==> config.mk <==
export PLATFORM = sky130hd
export DESIGN_NAME = forward_scoreboard_flat
export DESIGN_NICKNAME = d
export VERILOG_FILES = /design/src/rtl/forward_scoreboard_if.sv /design/src/rtl/forward_scoreboard.sv /design/src/flat_wrapper.sv
export SDC_FILE = /design/constraint.sdc
export NUM_CORES = 1
export LEC_CHECK = 0
export ABC_AREA = 1
export BUFFER_PORTS_ARGS = -buffer_cell sky130_fd_sc_hd__buf_4
export CORE_UTILIZATION = 57
export DETAILED_ROUTE_END_ITERATION = 8
export MAX_ROUTING_LAYER = met4
export PLACE_DENSITY_LB_ADDON = 0.2
export REMOVE_ABC_BUFFERS = 1
export SLEW_MARGIN = 0
export SYNTH_ARGS = -nofsm -noshare
export SYNTH_HDL_FRONTEND = slang
export SYNTH_SLANG_ARGS = --single-unit
==> constraint.sdc <==
create_clock -name clk_i -period 2.7 [get_ports clk_i]
set_clock_uncertainty 0.2 [all_clocks]
set_input_delay 0.54 -clock clk_i [delete_from_list [all_inputs] [get_ports clk_i]]
set_output_delay 0.54 -clock clk_i [all_outputs]
set_load 0.02 [all_outputs]
==> src/rtl/forward_scoreboard_if.sv <==
// Issue-side bundle between the ID stage and the operand scoreboard.
interface forward_scoreboard_if #(
    parameter int unsigned REG_ADDR_W = 5,
    parameter int unsigned NUM_SRC    = 2,
    parameter int unsigned DEPTH      = 4,
    parameter int unsigned CNT_W      = 16
);
    localparam int unsigned SEL_W = $clog2(DEPTH + 1);
    localparam int unsigned LAT_W = $clog2(DEPTH + 1);

    logic                          adv_i;
    logic                          flush_i;
    logic                          issue_valid_i;
    logic                          dst_we_i;
    logic [REG_ADDR_W-1:0]         dst_rd_i;
    logic [LAT_W-1:0]              dst_lat_i;
    logic [NUM_SRC*REG_ADDR_W-1:0] src_rd_i;
    logic [NUM_SRC-1:0]            src_used_i;
    logic [NUM_SRC*SEL_W-1:0]      fwd_sel_o;
    logic [NUM_SRC-1:0]            hazard_o;
    logic                          stall_o;
    logic [CNT_W-1:0]              stall_cnt_o;

    // Issue logic drives the instruction, reads back bypass selects and stall.
    modport master (
        output adv_i, flush_i, issue_valid_i, dst_we_i, dst_rd_i, dst_lat_i,
               src_rd_i, src_used_i,
        input  fwd_sel_o, hazard_o, stall_o, stall_cnt_o
    );

    // Scoreboard side.
    modport slave (
        input  adv_i, flush_i, issue_valid_i, dst_we_i, dst_rd_i, dst_lat_i,
               src_rd_i, src_used_i,
        output fwd_sel_o, hazard_o, stall_o, stall_cnt_o
    );
endinterface

==> src/rtl/forward_scoreboard.sv <==
// Issue-stage operand scoreboard: tracks in-flight writes of variable latency,
// selects the youngest ready producer for bypass, and stalls on unready ones.
module forward_scoreboard #(
    parameter int unsigned REG_ADDR_W = 5,
    parameter int unsigned NUM_SRC    = 2,
    parameter int unsigned DEPTH      = 4,
    parameter int unsigned CNT_W      = 16
) (
    input  logic                clk_i,
    input  logic                rst_i,
    forward_scoreboard_if.slave sb
);
    localparam int unsigned SEL_W = $clog2(DEPTH + 1);
    localparam int unsigned LAT_W = $clog2(DEPTH + 1);

    logic [DEPTH-1:0]         r_valid;
    logic [REG_ADDR_W-1:0]    r_rd  [DEPTH];
    logic [LAT_W-1:0]         r_rem [DEPTH];
    logic [CNT_W-1:0]         r_cnt;

    logic [LAT_W-1:0]         w_lat;
    logic                     w_push;
    logic                     w_stall;
    logic [NUM_SRC*SEL_W-1:0] w_fwd_sel;
    logic [NUM_SRC-1:0]       w_hazard;

    // Latency clamp: 0 behaves as a single-cycle op, anything past DEPTH as DEPTH.
    always_comb begin
        w_lat = sb.dst_lat_i;
        if (sb.dst_lat_i == '0) begin
            w_lat = LAT_W'(1);
        end else if (sb.dst_lat_i > LAT_W'(DEPTH)) begin
            w_lat = LAT_W'(DEPTH);
        end
    end

    // Per-source lookup; descending scan so the youngest matching slot wins.
    always_comb begin
        w_fwd_sel = '0;
        w_hazard  = '0;
        for (int s = 0; s < NUM_SRC; s++) begin
            logic [REG_ADDR_W-1:0] v_src;
            v_src = sb.src_rd_i[s*REG_ADDR_W +: REG_ADDR_W];
            for (int k = DEPTH - 1; k >= 0; k--) begin
                if (sb.src_used_i[s] && (v_src != '0) && r_valid[k] && (r_rd[k] == v_src)) begin
                    if (r_rem[k] == '0) begin
                        w_fwd_sel[s*SEL_W +: SEL_W] = SEL_W'(k + 1);
                        w_hazard[s]                 = 1'b0;
                    end else begin
                        w_fwd_sel[s*SEL_W +: SEL_W] = '0;
                        w_hazard[s]                 = 1'b1;
                    end
                end
            end
        end
    end

    // Stall and slot-0 allocation; writes to x0 never occupy a slot.
    always_comb begin
        w_stall = sb.issue_valid_i & (|w_hazard);
        w_push  = sb.issue_valid_i & sb.dst_we_i & (sb.dst_rd_i != '0) & ~w_stall;
    end

    // Slot shift register: advance ages entries, freeze holds, flush empties.
    always_ff @(posedge clk_i or negedge rst_i) begin
        if (!rst_i) begin
            r_valid <= '0;
            for (int k = 0; k < DEPTH; k++) begin
                r_rd[k]  <= '0;
                r_rem[k] <= '0;
            end
        end else if (sb.flush_i) begin
            r_valid <= '0;
            for (int k = 0; k < DEPTH; k++) begin
                r_rem[k] <= '0;
            end
        end else if (sb.adv_i) begin
            for (int k = DEPTH - 1; k >= 1; k--) begin
                r_valid[k] <= r_valid[k-1];
                r_rd[k]    <= r_rd[k-1];
                r_rem[k]   <= (r_rem[k-1] == '0) ? '0 : (r_rem[k-1] - LAT_W'(1));
            end
            r_valid[0] <= w_push;
            r_rd[0]    <= w_push ? sb.dst_rd_i : '0;
            r_rem[0]   <= w_push ? (w_lat - LAT_W'(1)) : '0;
        end
    end

    // Saturating count of stall cycles that actually cost an advance.
    always_ff @(posedge clk_i or negedge rst_i) begin
        if (!rst_i) begin
            r_cnt <= '0;
        end else if (w_stall && sb.adv_i && !sb.flush_i && (r_cnt != '1)) begin
            r_cnt <= r_cnt + CNT_W'(1);
        end
    end

    assign sb.fwd_sel_o   = w_fwd_sel;
    assign sb.hazard_o    = w_hazard;
    assign sb.stall_o     = w_stall;
    assign sb.stall_cnt_o = r_cnt;
endmodule

==> src/flat_wrapper.sv <==
// flat-port wrapper written by rule: the top's interface ports become plain ports
module forward_scoreboard_flat 
#(
    parameter int unsigned REG_ADDR_W = 5,
    parameter int unsigned NUM_SRC    = 2,
    parameter int unsigned DEPTH      = 4,
    parameter int unsigned CNT_W      = 16
)
  (clk_i, rst_i, sb_adv_i, sb_flush_i, sb_issue_valid_i, sb_dst_we_i, sb_dst_rd_i, sb_dst_lat_i, sb_src_rd_i, sb_src_used_i, sb_fwd_sel_o, sb_hazard_o, sb_stall_o, sb_stall_cnt_o);
  forward_scoreboard_if #(.REG_ADDR_W(REG_ADDR_W), .NUM_SRC(NUM_SRC), .DEPTH(DEPTH), .CNT_W(CNT_W)) sb_i ();
  input  logic clk_i;
  input  logic rst_i;
  input wire logic [$bits(sb_i.adv_i)-1:0] sb_adv_i;
  input wire logic [$bits(sb_i.flush_i)-1:0] sb_flush_i;
  input wire logic [$bits(sb_i.issue_valid_i)-1:0] sb_issue_valid_i;
  input wire logic [$bits(sb_i.dst_we_i)-1:0] sb_dst_we_i;
  input wire logic [$bits(sb_i.dst_rd_i)-1:0] sb_dst_rd_i;
  input wire logic [$bits(sb_i.dst_lat_i)-1:0] sb_dst_lat_i;
  input wire logic [$bits(sb_i.src_rd_i)-1:0] sb_src_rd_i;
  input wire logic [$bits(sb_i.src_used_i)-1:0] sb_src_used_i;
  output wire logic [$bits(sb_i.fwd_sel_o)-1:0] sb_fwd_sel_o;
  output wire logic [$bits(sb_i.hazard_o)-1:0] sb_hazard_o;
  output wire logic [$bits(sb_i.stall_o)-1:0] sb_stall_o;
  output wire logic [$bits(sb_i.stall_cnt_o)-1:0] sb_stall_cnt_o;
  assign sb_i.adv_i = sb_adv_i;
  assign sb_i.flush_i = sb_flush_i;
  assign sb_i.issue_valid_i = sb_issue_valid_i;
  assign sb_i.dst_we_i = sb_dst_we_i;
  assign sb_i.dst_rd_i = sb_dst_rd_i;
  assign sb_i.dst_lat_i = sb_dst_lat_i;
  assign sb_i.src_rd_i = sb_src_rd_i;
  assign sb_i.src_used_i = sb_src_used_i;
  assign sb_fwd_sel_o = sb_i.fwd_sel_o;
  assign sb_hazard_o = sb_i.hazard_o;
  assign sb_stall_o = sb_i.stall_o;
  assign sb_stall_cnt_o = sb_i.stall_cnt_o;
  forward_scoreboard #(.REG_ADDR_W(REG_ADDR_W), .NUM_SRC(NUM_SRC), .DEPTH(DEPTH), .CNT_W(CNT_W)) u_core (.clk_i(clk_i), .rst_i(rst_i), .sb(sb_i));
endmodule
Yosys cells after proc, flatten, opt, wreduce, memory -nomap -nowiden
Index checks and enable logic that the tools add are counted.

operators by class
  add/sub/neg operators = 5
  order comparisons = 1
  eq/ne operators = 9
  muxes and demuxes = 35
  bitwise operators = 6
  reduce and logical (&&, ||, !) cells = 33

operators by type and width
  operator                                          number
  2-to-1 mux 3 bit                                  15
  == test 5 bit                                     8
  2-to-1 mux 12 bit                                 2
  logical AND 1 bit                                 21
  adder 16 x 1 -> 16 bit, second input constant     1
  inequality test 16 bit, second input constant     1
  logical NOT 3 bit                                 5
  nonzero test 5 bit                                3
  2-to-1 mux 1 bit                                  13
  subtractor 3 x 1 -> 3 bit, second input constant  4
  2-to-1 mux 4 bit                                  2
  2-to-1 mux 5 bit                                  1
  AND 1 bit                                         4
  2-to-1 mux 2 bit                                  2
  > comparator 3 bit, second input constant         1
  inverter 1 bit                                    2
  AND reduction 2 bit                               1
  nonzero test 2 bit                                1
  OR reduction 2 bit                                1
  logical NOT 1 bit                                 1

word-level totals
  register bits after elaboration = 52
  output and inout bits = 25

Longest topological paths before layout
  depth in word-level cells = 15
  gate-level depth with buffers = 17
  gate-level depth less buffers = 17

Worst setup path after synthesis
No wires, ideal clock.

  kind = input to output
  from = input sb_src_rd_i[2]
  to = output sb_stall_o
  arrival = 1.869 ns
  slack = 0.091 ns
  stages = 13
  buffers on the path = 1
  cell sequence = buf_2 -> inv_1 -> nand2_1 -> nand2_1 -> nor3_2 -> nand2_1 -> nand2_1 -> nand2_2 -> nand2_2 -> nand3_2 -> nand2_4 -> inv_1 -> nor2_1

on the way
  cells in the longest elaborated chain, start to end = 10
  elaborated cells between the ends (all ways) = 20
  those cells by class = eq/ne: 4; mux: 4; bitwise: 1; reduce/logical: 11

ends and longest elaborated chain
  what                             line                      text
  start: declaration               flat_wrapper.sv:19        input wire logic [$bits(sb_i.src_rd_i)-1:0] sb_src_rd_i;
  nonzero test 5 bit               forward_scoreboard.sv:45  if (sb.src_used_i[s] && (v_src != '0) && r_valid[k] && (r_rd[k] == v_src)) begin
  logical AND 1 bit (3 in series)  forward_scoreboard.sv:45
  2-to-1 mux 1 bit (3 in series)   forward_scoreboard.sv:45
  2-to-1 mux 1 bit *               forward_scoreboard.sv:45
  OR reduction 2 bit *             forward_scoreboard.sv:60  w_stall = sb.issue_valid_i & (|w_hazard);
  AND 1 bit *                      forward_scoreboard.sv:60
  end: declaration                 flat_wrapper.sv:23        output wire logic [$bits(sb_i.stall_o)-1:0] sb_stall_o;

Mark *: on every way between the ends. The rest lies on a longest branch, timed or not.

Worst setup path after layout
  from = register u_core.r_rd[16] (netlist bit)
  to = output sb_stall_o

on the way
  cells in the longest elaborated chain, start to end = 5
  elaborated cells between the ends (all ways) = 8
  those cells by class = eq/ne: 2; mux: 2; bitwise: 1; reduce/logical: 3

ends and longest elaborated chain
  what                              line                      text
  start: declaration                forward_scoreboard.sv:17  logic [REG_ADDR_W-1:0] r_rd [DEPTH];
  start signal: indexed assignment  forward_scoreboard.sv:80  r_rd[k] <= r_rd[k-1];
  == test 5 bit                     forward_scoreboard.sv:45
  logical AND 1 bit                 forward_scoreboard.sv:45
  2-to-1 mux 1 bit                  forward_scoreboard.sv:45
  OR reduction 2 bit *              forward_scoreboard.sv:60
  AND 1 bit *                       forward_scoreboard.sv:60

Marks and branches as above.

==> flow_results.xml <==
<?xml version="1.0" encoding="UTF-8"?>
<metrics>
  <group name="pwr">
    <metric name="power_density" unit="nW/µm²">416</metric>
    <metric name="power_switching_share" unit="%">29.7</metric>
    <metric name="comb_power_share" unit="%">17.8</metric>
    <metric name="power_frac_clock" unit="%">32.5</metric>
    <metric name="seq_power_share" unit="%">49.7</metric>
    <metric name="vdd_ir_drop_max" unit="mV">0.279</metric>
    <metric name="static-leakage-power" unit="nW">2.20</metric>
    <metric name="net_switching_power" unit="µW">516</metric>
    <metric name="p_int" unit="mW">1.22</metric>
  </group>
  <group name="routing">
    <metric name="route.detailed.drc" unit="">0</metric>
    <metric name="avgRoutedWirePerCell" unit="µm">13.8</metric>
    <metric name="postRouteWirelength" unit="µm">8640</metric>
    <metric name="first_iter_violations" unit="">301</metric>
    <metric name="drt-pass1-iter-count" unit="">6</metric>
    <metric name="vias" unit="">3333</metric>
    <metric name="antenna_left" unit="">0</metric>
    <metric name="average_vias_per_placed_instance" unit="">5.32</metric>
  </group>
  <group name="clocking">
    <metric name="insertion_delay" unit="ns">0.32</metric>
    <metric name="ctsRootBufferMaster" unit="">sky130_fd_sc_hd__clkbuf_8</metric>
    <metric name="cts-htree-levels" unit="">2</metric>
    <metric name="cts_num_sinks" unit="">52</metric>
    <metric name="clock_path_buffers" unit="">2</metric>
    <metric name="cts_buffers" unit="">5</metric>
    <metric name="clkTransAtPathRegs" unit="ns">0.11</metric>
    <metric name="cts_hold_repair_buffers" unit="">0</metric>
    <metric name="tritoncts" unit="">built</metric>
  </group>
  <group name="floorplanning">
    <metric name="placeableCoreArea" unit="µm²">5540</metric>
    <metric name="die_h" unit="µm">78.1</metric>
    <metric name="dieWidth" unit="µm">78.1</metric>
    <metric name="floorplan.io_pins" unit="">51</metric>
    <metric name="fp-row-count" unit="">27</metric>
    <metric name="die_area" unit="µm²">6090</metric>
    <metric name="start_util" unit="%">59.5</metric>
  </group>
  <group name="synth">
    <metric name="synth.distinct_cells" unit="">29</metric>
    <metric name="synth_area_in_compound_gates" unit="%">10.8</metric>
    <metric name="yosys-mux-area-fraction" unit="%">0</metric>
    <metric name="synth-async-reset-ratio" unit="%">100</metric>
    <metric name="synthSimpleGateAreaFrac" unit="%">33.2</metric>
    <metric name="average_cell_area_after_synthesis" unit="µm²">6.89</metric>
    <metric name="post_synth_xor_area_fraction" unit="%">2.12</metric>
    <metric name="postSynthRegisterBits" unit="">52</metric>
    <metric name="synth.largest_area_cell" unit="">sky130_fd_sc_hd__dfrtp_1</metric>
    <metric name="synth-edff-count" unit="">0</metric>
    <metric name="netlist_top_cells_count" unit="">148 x sky130_fd_sc_hd__nand2_1, 79 x sky130_fd_sc_hd__inv_1, 52 x sky130_fd_sc_hd__dfrtp_1</metric>
    <metric name="synth_area" unit="µm²">3300</metric>
    <metric name="largest_cells_by_area_after_synthesis" unit="">sky130_fd_sc_hd__dfrtp_1 39%, sky130_fd_sc_hd__nand2_1 17%, sky130_fd_sc_hd__inv_1 9.0%</metric>
    <metric name="netlist.area_leader.share" unit="%">39.5</metric>
    <metric name="yosysWarningCount" unit="">0</metric>
    <metric name="primary_flip_flop_cell_chosen_by_synthesis_mapping" unit="">sky130_fd_sc_hd__dfrtp_1</metric>
    <metric name="yosysMostFrequentCell" unit="">sky130_fd_sc_hd__nand2_1</metric>
    <metric name="synth_fa_ha_area_share" unit="%">3.03</metric>
    <metric name="dominant_combinational_cell_family_by_area_after_synthesis" unit="">simple AND/OR/NAND/NOR gates</metric>
    <metric name="sequential_area_share_after_synthesis" unit="%">39.5</metric>
    <metric name="postSynthCellCount" unit="">479</metric>
  </group>
  <group name="timing">
    <metric name="drv_slew" unit="">0</metric>
    <metric name="timing.max_slew.rel_slack" unit="%">55.3</metric>
    <metric name="worst_slew_pin_tran" unit="ns">0.670</metric>
    <metric name="setup_tns" unit="ns">-0.127</metric>
    <metric name="fin_ws" unit="ns">-0.0914</metric>
    <metric name="rsz0062_at_grt" unit="">yes</metric>
    <metric name="finalCritPeriodShare" unit="%">103</metric>
    <metric name="achievable-frequency" unit="MHz">358</metric>
    <metric name="post-route-min-period" unit="ns">2.79</metric>
    <metric name="setup_viol_count_final" unit="">2</metric>
    <metric name="finalHoldViolCount" unit="">0</metric>
  </group>
  <group name="placed_design">
    <metric name="detailedPlace.worstSlack" unit="ns">-0.0650</metric>
    <metric name="numPortBuffers" unit="">50</metric>
    <metric name="gpl.final_weighted_congestion" unit="">0.960</metric>
    <metric name="dp_hpwl" unit="µm">6270</metric>
  </group>
  <group name="global_routing">
    <metric name="grt_pass1_vias" unit="">3071</metric>
    <metric name="grt_start_max_net_pins" unit="">53</metric>
    <metric name="groute.usage.overall" unit="%">30.1</metric>
    <metric name="number_of_antenna_violations_at_the_first_check_in_global_routing" unit="">0</metric>
    <metric name="grt_first_pass_wirelength" unit="µm">14000</metric>
    <metric name="grt.overflow.total" unit="">0</metric>
  </group>
  <group name="cells_and_area">
    <metric name="final_net_count" unit="">587</metric>
    <metric name="drive_above_1_share" unit="%">24.7</metric>
    <metric name="n_antenna_cell" unit="">0</metric>
    <metric name="syn2layout_area_growth" unit="%">26.2</metric>
  </group>
  <group name="status">
    <metric name="outcome" unit="">finished, violations left</metric>
    <metric name="violations" unit="">setup timing</metric>
  </group>
  <group name="setup_path">
    <metric name="worst-endpoint-required" unit="ns">1.96</metric>
    <metric name="crit_path_end_kind" unit="">output port</metric>
    <metric name="critical_path.max_fanout" unit="">3</metric>
    <metric name="cpPeakStageDelay" unit="ns">0.43</metric>
    <metric name="worst_path_most_repeated_cell" unit="">sky130_fd_sc_hd__nand2_4</metric>
    <metric name="cp_data_arrival_time" unit="ns">2.05</metric>
    <metric name="worstSetupPathType" unit="">reg -&gt; out</metric>
    <metric name="cell_chain_critical_path" unit="">buf_6 &gt; nand2_1 &gt; nand2_1 &gt; clkinv_1 &gt; nand3_2 &gt; nor2_2 &gt; nand2_2 &gt; nand2_2 &gt; nand2_4 &gt; nand2_4 &gt; nand3_4 &gt; nand2_4 &gt; inv_4 &gt; nor2_4 &gt; buf_6</metric>
    <metric name="master_of_the_slowest_instance_on_the_critical_path" unit="">sky130_fd_sc_hd__dfrtp_1</metric>
    <metric name="crit_path_start_kind" unit="">register</metric>
    <metric name="buffers_inverters_on_critical_path" unit="">4</metric>
    <metric name="cpLargestDelayFamily" unit="">simple AND/OR/NAND/NOR gates</metric>
  </group>
  <group name="run">
    <metric name="max_cap_viols" unit="">0</metric>
  </group>
  <group name="hold_path">
    <metric name="worst_hold_path_type" unit="">in -&gt; async</metric>
  </group>
</metrics>
layout by cell type (no fill, tap or decap), types with 4 or more instances in the layout:
master | synthesis | layout
sky130_fd_sc_hd__nor2_2 | 5 | 7
sky130_fd_sc_hd__inv_1 | 79 | 73
sky130_fd_sc_hd__a21oi_1 | 12 | 10
sky130_fd_sc_hd__nand4_1 | 11 | 11
sky130_fd_sc_hd__buf_4 | 0 | 72
sky130_fd_sc_hd__nand3_1 | 24 | 21
sky130_fd_sc_hd__nand2_4 | 2 | 5
sky130_fd_sc_hd__buf_6 | 1 | 5
sky130_fd_sc_hd__o21ai_0 | 31 | 28
sky130_fd_sc_hd__inv_2 | 7 | 11
sky130_fd_sc_hd__xor2_1 | 5 | 5
sky130_fd_sc_hd__nor2_1 | 35 | 31
sky130_fd_sc_hd__clkbuf_8 | 0 | 5
sky130_fd_sc_hd__o22ai_1 | 11 | 11
sky130_fd_sc_hd__nor3_1 | 8 | 7
sky130_fd_sc_hd__dfrtp_1 | 52 | 52
sky130_fd_sc_hd__nand3_2 | 3 | 4
sky130_fd_sc_hd__ha_1 | 8 | 8
sky130_fd_sc_hd__o21ai_1 | 6 | 8
sky130_fd_sc_hd__nand2_2 | 6 | 10
sky130_fd_sc_hd__nand2_1 | 148 | 141
cell type report:
| type | instances | area [µm²] |
|---|---|---|
| sequential | 52 | 1300 |
| inverter | 87 | 333 |
| clock inverter | 3 | 46.3 |
| clock buffer | 5 | 68.8 |
| multi-input combinational | 330 | 1730 |
| tap | 72 | 90.1 |
| timing repair buffer | 77 | 597 |
| fill | 458 | 1380 |
worst paths after layout:
kind	startpoint	slack, ns	cells past startpoint	to
setup / recovery	u_core.r_rd[16]	-0.09	15	sb_stall_o
hold / removal	rst_i	0.05	1	u_core.r_rem[1]
setup reg to reg	u_core.r_rd[16]	0.17	19	u_core.sb.stall_cnt_o[8]
hold reg to reg	u_core.sb.stall_cnt_o[15]	0.33	2	u_core.sb.stall_cnt_o[15]
max in group asynchronous	rst_i	1.79	1	u_core.sb.stall_cnt_o[8]
min in group clk_i	sb_dst_rd_i[0]	0.29	3	u_core.r_rd[15]
state kept, by name (all words and copies together) (netlist names):
register,flops
u_core.r_rd,20
u_core.sb.stall_cnt_o,16
u_core.r_rem,12
u_core.r_valid,4
logic make-up (layout without fill, tap and decap cells):
logic type / after synthesis / after routing
AOI/OAI and AO/OA: 65 / 65
xor gates and xnor gates: 8 / 8
buffers and inverters: 97 / 172
adders and majority gates: 8 / 8
and+or+nand+nor: 249 / 249
DFF: 52 / 52
per-stage QoR:
stage / power (mW) / std cells / instance area [µm²] / util, % / hold WS, ns
floorplan: 1.02 / 469 / 3250 / - / 0.0444
global route: 1.80 / 626 / 4160 / 75.1 / 0.105
detailed placement: 1.14 / 595 / 3750 / 67.6 / 0.300
global placement: 1.14 / 595 / 3750 / 67.6 / 0.293
finish: 1.73 / 626 / 4160 / 75.1 / 0.0507
CTS: 1.71 / 622 / 4040 / 72.9 / 0.0800
routing by layer:
layer  routed length [µm]  track usage (%)
met1                 3720             38.3
met5                    0                -
met4                  231             11.3
met2                 4200             49.7
met3                  486             3.37
power groups by stage:
stage / Sequential (mW) / Combinational [mW] / Clock, mW
2_1_floorplan: 0.864 / 0.159 / 0
3_3_place_gp: 0.875 / 0.265 / 0
3_5_place_dp: 0.876 / 0.266 / 0
4_1_cts: 0.859 / 0.290 / 0.560
5_1_grt: 0.866 / 0.342 / 0.592
6_report: 0.861 / 0.309 / 0.563
what timing repair did:
action / in CTS / in global routing
endpoints found under the hold margin: 0 / 0
setup endpoints to repair: 1 / 17
pin swaps: 15 / 18
gates resized for setup: 11 / 29
setup buffers: 19 / 4
(Power assumes the default switching activity.)
